<file path="src/rtl/sprite_line_scheduler_if.sv">
// Handshake/status bundle between display timing, sprite renderer and line buffer.
interface sprite_line_scheduler_if #(
    parameter int unsigned LINE_W = 10,
    parameter int unsigned CNT_W  = 8
);
    logic              enable;
    logic              line_start;
    logic              line_end;
    logic [LINE_W-1:0] next_line_idx;
    logic              renderer_done;
    logic              status_clr;
    logic              renderer_start;
    logic              renderer_abort;
    logic [LINE_W-1:0] render_line;
    logic              active_render_buffer;
    logic              composer_erase_start;
    logic              erase_busy;
    logic [CNT_W-1:0]  overrun_count;
    logic              overrun_flag;
    logic              erase_collision_flag;

    // Timing/composer/renderer side: drives the control inputs, observes status.
    modport master (
        output enable, line_start, line_end, next_line_idx, renderer_done, status_clr,
        input  renderer_start, renderer_abort, render_line, active_render_buffer,
               composer_erase_start, erase_busy, overrun_count, overrun_flag,
               erase_collision_flag
    );

    // Scheduler side.
    modport slave (
        input  enable, line_start, line_end, next_line_idx, renderer_done, status_clr,
        output renderer_start, renderer_abort, render_line, active_render_buffer,
               composer_erase_start, erase_busy, overrun_count, overrun_flag,
               erase_collision_flag
    );
endinterface

</file>
<file path="src/rtl/sprite_line_scheduler.sv">
// Per-scanline sequencer for the double-buffered sprite line buffer: swaps halves,
// kicks the renderer, erases the displayed half and tracks overrun/collision status.
module sprite_line_scheduler #(
    parameter int unsigned ERASE_LEN = 160,
    parameter int unsigned LINE_W    = 10,
    parameter int unsigned CNT_W     = 8
) (
    input logic                    clk,
    input logic                    rst,
    sprite_line_scheduler_if.slave bus
);
    localparam int unsigned ERASE_CW = $clog2(ERASE_LEN + 1);
    localparam logic [CNT_W-1:0] CNT_MAX = {CNT_W{1'b1}};

    typedef enum logic [1:0] {
        IDLE      = 2'd0,
        RENDERING = 2'd1,
        DONE      = 2'd2
    } state_t;

    state_t state_q, state_d;
    logic   swap_c, abort_c, overrun_c;

    logic                renderer_start_q;
    logic                renderer_abort_q;
    logic [LINE_W-1:0]   render_line_q;
    logic                active_buf_q;
    logic                erase_start_q;
    logic                erase_busy_q;
    logic [ERASE_CW-1:0] erase_cnt_q;
    logic [CNT_W-1:0]    overrun_cnt_q;
    logic                overrun_flag_q;
    logic                collision_flag_q;

    // State register.
    always_ff @(posedge clk or posedge rst) begin
        if (rst) state_q <= IDLE;
        else     state_q <= state_d;
    end

    // Next state plus swap/abort/overrun decisions for this cycle.
    always_comb begin
        state_d   = state_q;
        swap_c    = 1'b0;
        abort_c   = 1'b0;
        overrun_c = 1'b0;
        case (state_q)
            IDLE: begin
                if (bus.enable && bus.line_start) begin
                    swap_c  = 1'b1;
                    state_d = RENDERING;
                end
            end
            RENDERING: begin
                if (!bus.enable) begin
                    abort_c = 1'b1;
                    state_d = IDLE;
                end else if (bus.line_start) begin
                    // A done pulse coinciding with the swap still counts as on time.
                    swap_c = 1'b1;
                    if (!bus.renderer_done) begin
                        abort_c   = 1'b1;
                        overrun_c = 1'b1;
                    end
                end else if (bus.renderer_done) begin
                    state_d = DONE;
                end
            end
            DONE: begin
                if (!bus.enable) begin
                    state_d = IDLE;
                end else if (bus.line_start) begin
                    swap_c  = 1'b1;
                    state_d = RENDERING;
                end
            end
            default: state_d = IDLE;
        endcase
    end

    // Renderer control and buffer ownership.
    always_ff @(posedge clk or posedge rst) begin
        if (rst) begin
            renderer_start_q <= 1'b0;
            renderer_abort_q <= 1'b0;
            render_line_q    <= '0;
            active_buf_q     <= 1'b0;
        end else begin
            renderer_start_q <= swap_c;
            renderer_abort_q <= abort_c;
            if (swap_c) begin
                active_buf_q  <= ~active_buf_q;
                render_line_q <= bus.next_line_idx;
            end
        end
    end

    // Erase sequencer: busy for ERASE_LEN cycles after line_end, retriggerable.
    always_ff @(posedge clk or posedge rst) begin
        if (rst) begin
            erase_start_q <= 1'b0;
            erase_busy_q  <= 1'b0;
            erase_cnt_q   <= '0;
        end else if (bus.line_end) begin
            erase_start_q <= 1'b1;
            erase_busy_q  <= 1'b1;
            erase_cnt_q   <= ERASE_CW'(ERASE_LEN - 1);
        end else begin
            erase_start_q <= 1'b0;
            if (erase_cnt_q != '0) erase_cnt_q  <= erase_cnt_q - 1'b1;
            else                   erase_busy_q <= 1'b0;
        end
    end

    // Sticky status; clear takes priority over a same-cycle event.
    always_ff @(posedge clk or posedge rst) begin
        if (rst) begin
            overrun_cnt_q    <= '0;
            overrun_flag_q   <= 1'b0;
            collision_flag_q <= 1'b0;
        end else if (bus.status_clr) begin
            overrun_cnt_q    <= '0;
            overrun_flag_q   <= 1'b0;
            collision_flag_q <= 1'b0;
        end else begin
            if (overrun_c) begin
                overrun_flag_q <= 1'b1;
                if (overrun_cnt_q != CNT_MAX) overrun_cnt_q <= overrun_cnt_q + 1'b1;
            end
            if (swap_c && erase_busy_q) collision_flag_q <= 1'b1;
        end
    end

    assign bus.renderer_start       = renderer_start_q;
    assign bus.renderer_abort       = renderer_abort_q;
    assign bus.render_line          = render_line_q;
    assign bus.active_render_buffer = active_buf_q;
    assign bus.composer_erase_start = erase_start_q;
    assign bus.erase_busy           = erase_busy_q;
    assign bus.overrun_count        = overrun_cnt_q;
    assign bus.overrun_flag         = overrun_flag_q;
    assign bus.erase_collision_flag = collision_flag_q;
endmodule

</file>
<file path="src/flat_wrapper.sv">
// flat-port wrapper written by rule: the top's interface ports become plain ports
module sprite_line_scheduler_flat 
#(
    parameter int unsigned ERASE_LEN = 160,
    parameter int unsigned LINE_W    = 10,
    parameter int unsigned CNT_W     = 8
)
  (clk, rst, bus_enable, bus_line_start, bus_line_end, bus_next_line_idx, bus_renderer_done, bus_status_clr, bus_renderer_start, bus_renderer_abort, bus_render_line, bus_active_render_buffer, bus_composer_erase_start, bus_erase_busy, bus_overrun_count, bus_overrun_flag, bus_erase_collision_flag);
  sprite_line_scheduler_if #(.LINE_W(LINE_W), .CNT_W(CNT_W)) bus_i ();
  input logic clk;
  input logic rst;
  input wire logic [$bits(bus_i.enable)-1:0] bus_enable;
  input wire logic [$bits(bus_i.line_start)-1:0] bus_line_start;
  input wire logic [$bits(bus_i.line_end)-1:0] bus_line_end;
  input wire logic [$bits(bus_i.next_line_idx)-1:0] bus_next_line_idx;
  input wire logic [$bits(bus_i.renderer_done)-1:0] bus_renderer_done;
  input wire logic [$bits(bus_i.status_clr)-1:0] bus_status_clr;
  output wire logic [$bits(bus_i.renderer_start)-1:0] bus_renderer_start;
  output wire logic [$bits(bus_i.renderer_abort)-1:0] bus_renderer_abort;
  output wire logic [$bits(bus_i.render_line)-1:0] bus_render_line;
  output wire logic [$bits(bus_i.active_render_buffer)-1:0] bus_active_render_buffer;
  output wire logic [$bits(bus_i.composer_erase_start)-1:0] bus_composer_erase_start;
  output wire logic [$bits(bus_i.erase_busy)-1:0] bus_erase_busy;
  output wire logic [$bits(bus_i.overrun_count)-1:0] bus_overrun_count;
  output wire logic [$bits(bus_i.overrun_flag)-1:0] bus_overrun_flag;
  output wire logic [$bits(bus_i.erase_collision_flag)-1:0] bus_erase_collision_flag;
  assign bus_i.enable = bus_enable;
  assign bus_i.line_start = bus_line_start;
  assign bus_i.line_end = bus_line_end;
  assign bus_i.next_line_idx = bus_next_line_idx;
  assign bus_i.renderer_done = bus_renderer_done;
  assign bus_i.status_clr = bus_status_clr;
  assign bus_renderer_start = bus_i.renderer_start;
  assign bus_renderer_abort = bus_i.renderer_abort;
  assign bus_render_line = bus_i.render_line;
  assign bus_active_render_buffer = bus_i.active_render_buffer;
  assign bus_composer_erase_start = bus_i.composer_erase_start;
  assign bus_erase_busy = bus_i.erase_busy;
  assign bus_overrun_count = bus_i.overrun_count;
  assign bus_overrun_flag = bus_i.overrun_flag;
  assign bus_erase_collision_flag = bus_i.erase_collision_flag;
  sprite_line_scheduler #(.ERASE_LEN(ERASE_LEN), .LINE_W(LINE_W), .CNT_W(CNT_W)) u_core (.clk(clk), .rst(rst), .bus(bus_i));
endmodule
</file>
<file path="config.mk">
export PLATFORM = sky130hd
export DESIGN_NAME = sprite_line_scheduler_flat
export DESIGN_NICKNAME = d
export VERILOG_FILES = /design/src/rtl/sprite_line_scheduler_if.sv /design/src/rtl/sprite_line_scheduler.sv /design/src/flat_wrapper.sv
export SDC_FILE = /design/constraint.sdc
export NUM_CORES = 1
export LEC_CHECK = 0
export ABC_AREA = 1
export CAP_MARGIN = 0
export CORE_ASPECT_RATIO = 0.75
export CORE_MARGIN = 3
export CORE_UTILIZATION = 45
export CTS_CLUSTER_DIAMETER = 200
export DETAILED_ROUTE_END_ITERATION = 10
export DONT_BUFFER_PORTS = 1
export PLACE_DENSITY = 0.65
export REMOVE_ABC_BUFFERS = 1
export SLEW_MARGIN = 10
export SYNTH_ARGS = -nofsm -noshare
export SYNTH_HDL_FRONTEND = slang
export SYNTH_SLANG_ARGS = --single-unit
</file>
<file path="constraint.sdc">
create_clock -name clk -period 3.2 [get_ports clk]
set_clock_uncertainty 0.2 [all_clocks]
set_input_delay 0.48 -clock clk [delete_from_list [all_inputs] [get_ports clk]]
set_output_delay 0.48 -clock clk [all_outputs]
set_load 0.05 [all_outputs]
</file>
---- Word level (Yosys, flattened, before mapping) ----
Cells that the tools add are included.
operators by class
  add/sub/neg operators ................... 2
  $mul .................................... 0
  divide/modulo/power cells ............... 0
  magnitude comparators ................... 0
  eq/ne operators ......................... 8
  shift-type cells ........................ 0
  muxes and demuxes ....................... 29
  bitwise operators ....................... 1
  reduce and logical (&&, ||, !) cells .... 11
operators by type and width
  operator                                             number
  2-to-1 mux 8 bit                                     5
  2-to-1 mux 1 bit                                     16
  2-to-1 mux 2 bit                                     6
  != test 3 bit, second input constant                 3
  adder 8 x 1 -> 8 bit, second input constant          1
  != test 8 bit, second input constant                 1
  nonzero test 2 bit                                   4
  nonzero test 8 bit                                   1
  subtractor 8 x 1 -> 8 bit, second input constant     1
  case mux 2 bit (3 select lines)                      1
  AND reduction 4 bit                                  1
  equality test 2 x 1 -> 1 bit, second input constant  1
  equality test 2 bit, second input constant           1
  logical AND 1 bit                                    2
  logical NOT 2 bit                                    1
  != test 2 x 1 -> 1 bit, second input constant        1
  != test 2 bit, second input constant                 1
  case mux 1 bit (2 select lines)                      1
  AND reduction 2 bit                                  1
  OR reduction 2 bit                                   1
  inverter 1 bit                                       1
storage, ports and cells
  register bits after elaboration ......... 35
  latch bits .............................. 0
  RAM bits ................................ 0
  bits in read-only memories .............. 0
  input bits .............................. 17
  output and inout port bits .............. 25
  memories kept ........................... 0

---- Logic depth before layout (Yosys ltp) ----
Gate-level depths: netlist of the first run.
  depth in word-level cells ............... 6
  mapped depth ............................ 9
  depth with buffers taken out ............ 9

---- Worst setup path before layout of the first run ----
OpenSTA, ideal clock, no wires.
  path kind ............................... register -> register
  start ................................... register u_core.overrun_cnt_q[0] (netlist: u_core.bus.overrun_count[0])
  end ..................................... register u_core.overrun_cnt_q[5] (netlist: u_core.bus.overrun_count[5])
  arrival ................................. 1.553 ns
  path slack .............................. 1.381 ns
  cell stages (with the launch flop) ...... 10
  buffers on the path ..................... 0
  period minus slack after synthesis ...... 1.819 ns
  cells stage by stage .................... dfrtp_1 > ha_1 > nand2_1 > nor2_1 > nand2_2 > nand2_2 > nand2_4 > clkinv_2 > nand2_1 > nand2_1
on the way
  word-level cells in the longest chain between the ends .. 4
RTL lines
  what                    line                          RTL
  from (decl)             sprite_line_scheduler.sv:31   logic [CNT_W-1:0] overrun_cnt_q;
  from (signal assigned)  sprite_line_scheduler.sv:128  if (overrun_cnt_q != CNT_MAX) overrun_cnt_q <= overrun_cnt_q + 1'b1;
  adder 8 x 1 -> 8 bit    sprite_line_scheduler.sv:128
  2-to-1 mux 8 bit        sprite_line_scheduler.sv:128
  2-to-1 mux 8 bit        sprite_line_scheduler.sv:126  if (overrun_c) begin
  2-to-1 mux 8 bit        sprite_line_scheduler.sv:121  end else if (bus.status_clr) begin
Several ways; a longest one is shown, not always the timed one. The select of a mux whose other input is x is not followed.
A chain may end at the register's enable or synchronous reset.

---- Worst setup path in the final report of the first run ----
Same ends and word-level chain as after synthesis.

==> run metrics, run 1 <==
Synth Flop Type=dfrtp_1; fin crit share=62.61%; # rows=18; router iterations before antenna repair=4; clk_lat worst skew=0.28 ns; Async SR Flop Fraction=100.0%; Reg-to-Reg Start=u_core.bus.overrun_count[0]$_DFFE_PP0P_; clock slew at reported path FFs=approximately 0.070 ns; Synth Register Bits=35; fraction of layout cells with a size suffix above 1=a little over a tenth; Congestion Overflow GR=0; Cell Area, Synth=between 0.0015 and 0.002 mm2; max frequency=approximately 0.5 GHz; Peak VDD IR=approximately 0.50 mV; Yosys Warn Count=0; largest net degree at the start of global routing=25; via-per-instance ratio=roughly 5.2; H-tree Lvls=2; final hold vios=0; dpl ws=1.214 ns; Total Routed Length=roughly 3500 um; Initial DRC Count=80; cell count of the worst hold path=0; sequential share of the synthesized area=approximately half; post-layout minimum cycle time=approximately 2.0 ns; core area=around 0.0035 mm2; Setup TNS Final=0 ns; post-CTS setup buffers=0; CP Capture Type=register; Hold Path Origin=bus_line_end; Distinct cells, synth=28; Endpoint, Worst Hold=u_core.bus.composer_erase_start$_DFF_PP0_; CP startpoint kind=register; GRT Total Usage=17.41%; post-CTS resize count=0; CTS tree=built; flop2flop setup slack=around 1.2 ns; Hold-fix buffers, CTS=0; vias in the first global route=1409; Slew @ Worst Pin=between 0.8 and 0.9 ns; RSZ-0062 raised after global routing=false; final worst slack=around 1.2 ns; r2r worst-path depth=9; routability congestion estimate=around 0.96; Syn Area/Cell=roughly 8.1 um2; global-route wire length before repair=roughly 6300 um; IO buf count=0; wire per inst=~13 um; relative slew slack=between 40% and 50%; Final Max Tran Viols=0; Detail Route Antenna Nets=0; post-synthesis cell count=212; Post-synth EDFFs=0; Diodes inserted=0; HP Class=in2reg; Starting Density=between 40% and 50%; Die H=~60 um; cell leakage power=between 0.9 and 1 nW; clk sinks=35; PwrDens=828.5 mW/mm2; Root Driver=clkbuf_8; Vias=1402; final setup violation count=0; io pins=42; Fillers=about 330; P&R area growth vs syn=9.949%; Worst Setup Path Type=reg2reg; die area=0.004615 mm2; outcome=complete, no violations; DRC viols=0; initial antenna violation count=0; worst r2r dst=u_core.bus.overrun_count[5]$_DFFE_PP0P_; Critical Path AT=slightly above 2 ns; Worst EP required=around 3.2 ns; beginning of the critical path=u_core.bus.overrun_count[0]$_DFFE_PP0P_; Die Wd=between 70 and 80 um; Max Root-Sink Buffers=2; DP HPWL=between 2000 and 3000 um; TritonCTS Buffers=5; Nets=approximately 240; Crit Path Max Fanout=6; number of max-cap violations=0
[layout by cell type (no fill, tap or decap), types with 3 or more instances in the layout]
cell,netlist,layout
nand2_1,66,66
dfrtp_1,35,35
nor2_1,23,23
inv_1,20,20
nand3_1,11,11
a21oi_1,7,7
o21ai_1,6,6
ha_1,6,6
clkbuf_8,0,6
inv_2,5,5
nand4_1,5,5
nor3_1,3,3
o21ai_0,3,3
nand2_2,3,3
[area by class of cell]
class	count	area, um2	area share, %
clock buffer	6	82.58	4.359
clock inverter	2	35.03	1.849
inverter	28	108.9	5.746
multi-input combinational	147	721.9	38.11
sequential	35	875.8	46.24
tap	50	62.56	3.303
timing repair buffer	1	7.507	0.3963
[cells in the mapped netlist, types with 2 or more instances]
| cell type | n | area (um2) |
|---|---|---|
| inv_2 | 5 | 18.77 |
| nand4_1 | 5 | 31.28 |
| o21a_1 | 2 | 15.01 |
| dfrtp_1 | 35 | 875.8 |
| inv_1 | 20 | 75.07 |
| a21oi_1 | 7 | 35.03 |
| nand2_1 | 66 | 247.7 |
| nor2_1 | 23 | 86.33 |
| o31ai_1 | 2 | 15.01 |
| nor2_2 | 2 | 12.51 |
| o21ai_0 | 3 | 15.01 |
| nor3_1 | 3 | 15.01 |
| ha_1 | 6 | 75.07 |
| nand2_2 | 3 | 18.77 |
| xor2_1 | 2 | 17.52 |
| o21ai_1 | 6 | 30.03 |
| nand3_1 | 11 | 55.05 |
[through the flow]
stage / cells / util, % / total power (W) / instance area, um2 / hold slack, ns
after detailed placement: 261 / 51.23 / 0.001184 / 1777 / 0.2998
after global placement: 261 / 51.23 / 0.001164 / 1777 / 0.2610
after global routing: 269 / 54.62 / 0.001667 / 1894 / 0.009142
after CTS: 269 / 54.62 / 0.001587 / 1894 / 0.02265
after floorplan: 210 / - / 0.001110 / 1707 / 0.2409
final: 269 / 54.62 / 0.001569 / 1894 / 0.03046
[power breakdown]
part           internal [W]  switching (W)  total [W]
Clock              0.000252       0.000148   0.000400
Sequential         0.000544       0.000364   0.000908
Combinational     0.0000985       0.000163   0.000261
Total              0.000894       0.000675    0.00157
[layer usage]
| layer | global-route usage, % | vias up | wire [um] |
|---|---|---|---|
| met3 | 6.839 | 7 | 338 |
| met5 | 0 | - | 0 |
| met4 | 6.091 | 0 | 42 |
| met1 | 19.85 | 660 | 1404 |
| met2 | 30.26 | 55 | 1735 |
| li1 | - | 680 | - |
[cell families after synthesis]
logic type / after synthesis / share of synthesized area, %
AOI/OAI and AO/OA: 23 / 7.625
xor gates and xnor gates: 3 / 1.525
adders and majority gates: 6 / 4.357
buffers and inverters: 30 / 7.262
DFF: 35 / 50.84
and+or+nand+nor: 115 / 28.39
[flip-flops by register name (all words and copies together) (netlist names)]
name / flops
u_core.bus.active_render_buffer: 1
u_core.bus.composer_erase_start: 1
u_core.bus.erase_busy: 1
u_core.bus.erase_collision_flag: 1
u_core.bus.overrun_count: 8
u_core.bus.overrun_flag: 1
u_core.bus.render_line: 10
u_core.bus.renderer_abort: 1
u_core.bus.renderer_start: 1
u_core.erase_cnt_q: 8
u_core.state_q: 2
[worst max-delay path, stage by stage, from the launching register on]
cell      delay (ns)
dfrtp_1         0.72
ha_1            0.29
nand2_1         0.08
nor2_1          0.20
nand2_2         0.08
nand2_2         0.08
nand2_4         0.06
clkinv_2        0.08
nand2_1         0.05
nand2_1         0.08
[how the worst max path moves through the flow]
stage / end / cells after the start
2_1_floorplan: u_core.bus.overrun_count[5]$_DFFE_PP0P_ / 9
3_3_place_gp: u_core.bus.overrun_count[5]$_DFFE_PP0P_ / 9
3_5_place_dp: u_core.bus.overrun_count[7]$_DFFE_PP0P_ / 9
4_1_cts: u_core.bus.overrun_count[7]$_DFFE_PP0P_ / 9
5_1_grt: u_core.bus.overrun_count[7]$_DFFE_PP0P_ / 9
6_report: u_core.bus.overrun_count[5]$_DFFE_PP0P_ / 9
No activity file was read; power rests on OpenSTA's default activity.
==> inputs of run 2 (changes only) <==
--- a/config.mk
+++ b/config.mk
@@ -13,7 +13,7 @@
 export CTS_CLUSTER_DIAMETER = 200
 export DETAILED_ROUTE_END_ITERATION = 10
 export DONT_BUFFER_PORTS = 1
-export PLACE_DENSITY = 0.65
+export PLACE_DENSITY = 0.67
 export REMOVE_ABC_BUFFERS = 1
 export SLEW_MARGIN = 10
 export SYNTH_ARGS = -nofsm -noshare
==> constraint.sdc (replaced) <==
create_clock -name clk -period 1.8 [get_ports clk]
set_clock_uncertainty 0.2 [all_clocks]
set_input_delay 0.27 -clock clk [delete_from_list [all_inputs] [get_ports clk]]
set_output_delay 0.27 -clock clk [all_outputs]
set_load 0.05 [all_outputs]
==> run metrics, run 2 (synthesized netlist as in run 1, its figures left out) <==
Crit Path Max Fanout=3; beginning of the critical path=u_core.state_q[0]$_DFFE_PP0P_; total power=0.002828 W; Reg-to-Reg Start=u_core.state_q[0]$_DFFE_PP0P_; Starting Density=roughly half; CP Capture Type=register; HP Class=in2reg; cell leakage power=1.066 nW; Slew @ Worst Pin=a little over 0.5 ns; routability congestion estimate=0.8287; internal power=between 0.0015 and 0.002 W; core area=between 0.003 and 0.004 mm2; Diodes inserted=0; Detail Route Antenna Nets=0; Fin Hold WS=0.04485 ns; Max Root-Sink Buffers=2; clock group share of total power=between 20% and 30%; sw power=0.001264 W; router iterations before antenna repair=4; Fillers=320; met3 usage=around 7.0%; most frequent cells in the layout=65 x nand2_1, 35 x dfrtp_1, 23 x nor2_1, 20 x inv_1, 15 x dlygate4sd3_1; most common cell after layout, fill and taps aside=nand2_1; Vias=1440; post-layout minimum cycle time=approximately 1.7 ns; clk_lat worst skew=approximately 0.29 ns; Peak VDD IR=~0.9 mV; wire per inst=between 10 and 15 um; power share of the combinational group=20.6%; CTS tree=built; H-tree Lvls=2; Critical Path AT=~1.7 ns; initial antenna violation count=0; Final Max Tran Viols=0; RSZ-0062 raised after global routing=false; r2r worst-path depth=5; via-per-instance ratio=between 4 and 5; outcome=complete, no violations; Total Routed Length=about 3700 um; DRC viols=0; fin crit share=94.40%; PwrDens=around 1300 mW/mm2; worst r2r dst=u_core.bus.renderer_abort$_DFF_PP0_; Flop pwr share=a little under three fifths; final worst slack=0.1008 ns; CP startpoint kind=register; DP HPWL=2586 um; relative slew slack=65.76%; Root Driver=clkbuf_8; Worst Setup Path Type=reg2reg; Initial DRC Count=50; max reg flops=10; fraction of layout cells with a size suffix above 1=approximately 15%; die area=around 0.0046 mm2; vias in the first global route=between 1000 and 1500; Sw Share=between 40 and 50%; global-route wire length before repair=roughly 6300 um; Congestion Overflow GR=0; Die H=roughly 60 um; GRT busiest layer=met2; IO buf count=0; GR Util met1=roughly 22%; flop2flop setup slack=between 0.1 and 0.15 ns; GRT Total Usage=between 15 and 20%; grt met2 use=27.80%; final hold vios=0; fin util=61.65%; # rows=18; Hold Path Origin=bus_enable; max frequency=just under 0.6 GHz; largest net degree at the start of global routing=32; Setup crit end=u_core.bus.renderer_abort$_DFF_PP0_; Nets=~270; Setup TNS Final=0 ns; P&R area growth vs syn=24.11%; Die Wd=a little under 80 um; io pins=42; clock slew at reported path FFs=0.07 ns; final setup violation count=0; clk sinks=35; TritonCTS Buffers=5; number of max-cap violations=0; dpl ws=approximately 0.074 ns; Worst EP required=1.77 ns
run 2: cell types whose count changed in the layout (fill, tap and decap cells not counted), sizes merged:
cell and change:
clkinvlp +1, dlygate4sd3 +15, bufinv -1, buf +12
clkbuf +1, clkinv -1
run 2: area by class of cell:
class | count | area [um2] | area share (%)
Sequential cell | 35 | 875.8 | 40.96
Inverter | 28 | 108.9 | 5.091
Multi-Input combinational cell | 147 | 726.9 | 34.00
Tap cell | 50 | 62.56 | 2.926
Clock buffer | 7 | 96.34 | 4.506
Clock inverter | 1 | 7.507 | 0.3511
Timing Repair Buffer | 28 | 260.3 | 12.17
run 2: repair_timing:
item                                   4_1_cts  5_1_grt
endpoints found under the hold margin       66        0
setup endpoints to repair                    0       17
hold buffers                                15        0
buffers inserted                             0        3
gates resized for setup                      0        2
run 2: routing by layer:
metal | routed length [um] | share of wire, %
met5 | 0 | 0
met4 | 88 | 2.4
met3 | 296 | 8.0
met2 | 1601 | 43
met1 | 1724 | 46
run 2: worst min path at each step:
stage | end | slack, ns | cells past startpoint
floorplan | u_core.bus.composer_erase_start$_DFF_PP0_ | 0.10 | 0
global placement | u_core.bus.renderer_abort$_DFF_PP0_ | -0.1 | 1
detailed placement | u_core.bus.renderer_abort$_DFF_PP0_ | -0.10 | 1
CTS | u_core.state_q[1]$_DFFE_PP0P_ | 0.03 | 4
global route | u_core.state_q[1]$_DFFE_PP0P_ | 0.05 | 4
finish | u_core.state_q[1]$_DFFE_PP0P_ | 0.04 | 4
run 2: worst max-delay path: stages, from the launching register on:
cell,delay [ns]
dfrtp_1,0.40
buf_4,0.14
ha_2,0.18
inv_1,0.08
a21oi_1,0.04
dlygate4sd3_1,0.54
run 2: through the flow:
| stage | instances | area (um2) |
|---|---|---|
| global route | 296 | 2138 |
| finish | 296 | 2138 |
| floorplan | 210 | 1707 |
| CTS | 293 | 2111 |
| global placement | 270 | 1857 |
| detailed placement | 270 | 1857 |
run 2: power by group through the flow:
stage | Sequential, W | Clock [W] | Combinational (W)
6_report | 0.00161 | 0.000634 | 0.000583
3_5_place_dp | 0.00162 | 0 | 0.000501
3_3_place_gp | 0.00162 | 0 | 0.000479
4_1_cts | 0.00161 | 0.000646 | 0.000537
5_1_grt | 0.00164 | 0.000693 | 0.000684
2_1_floorplan | 0.00159 | 0 | 0.000384
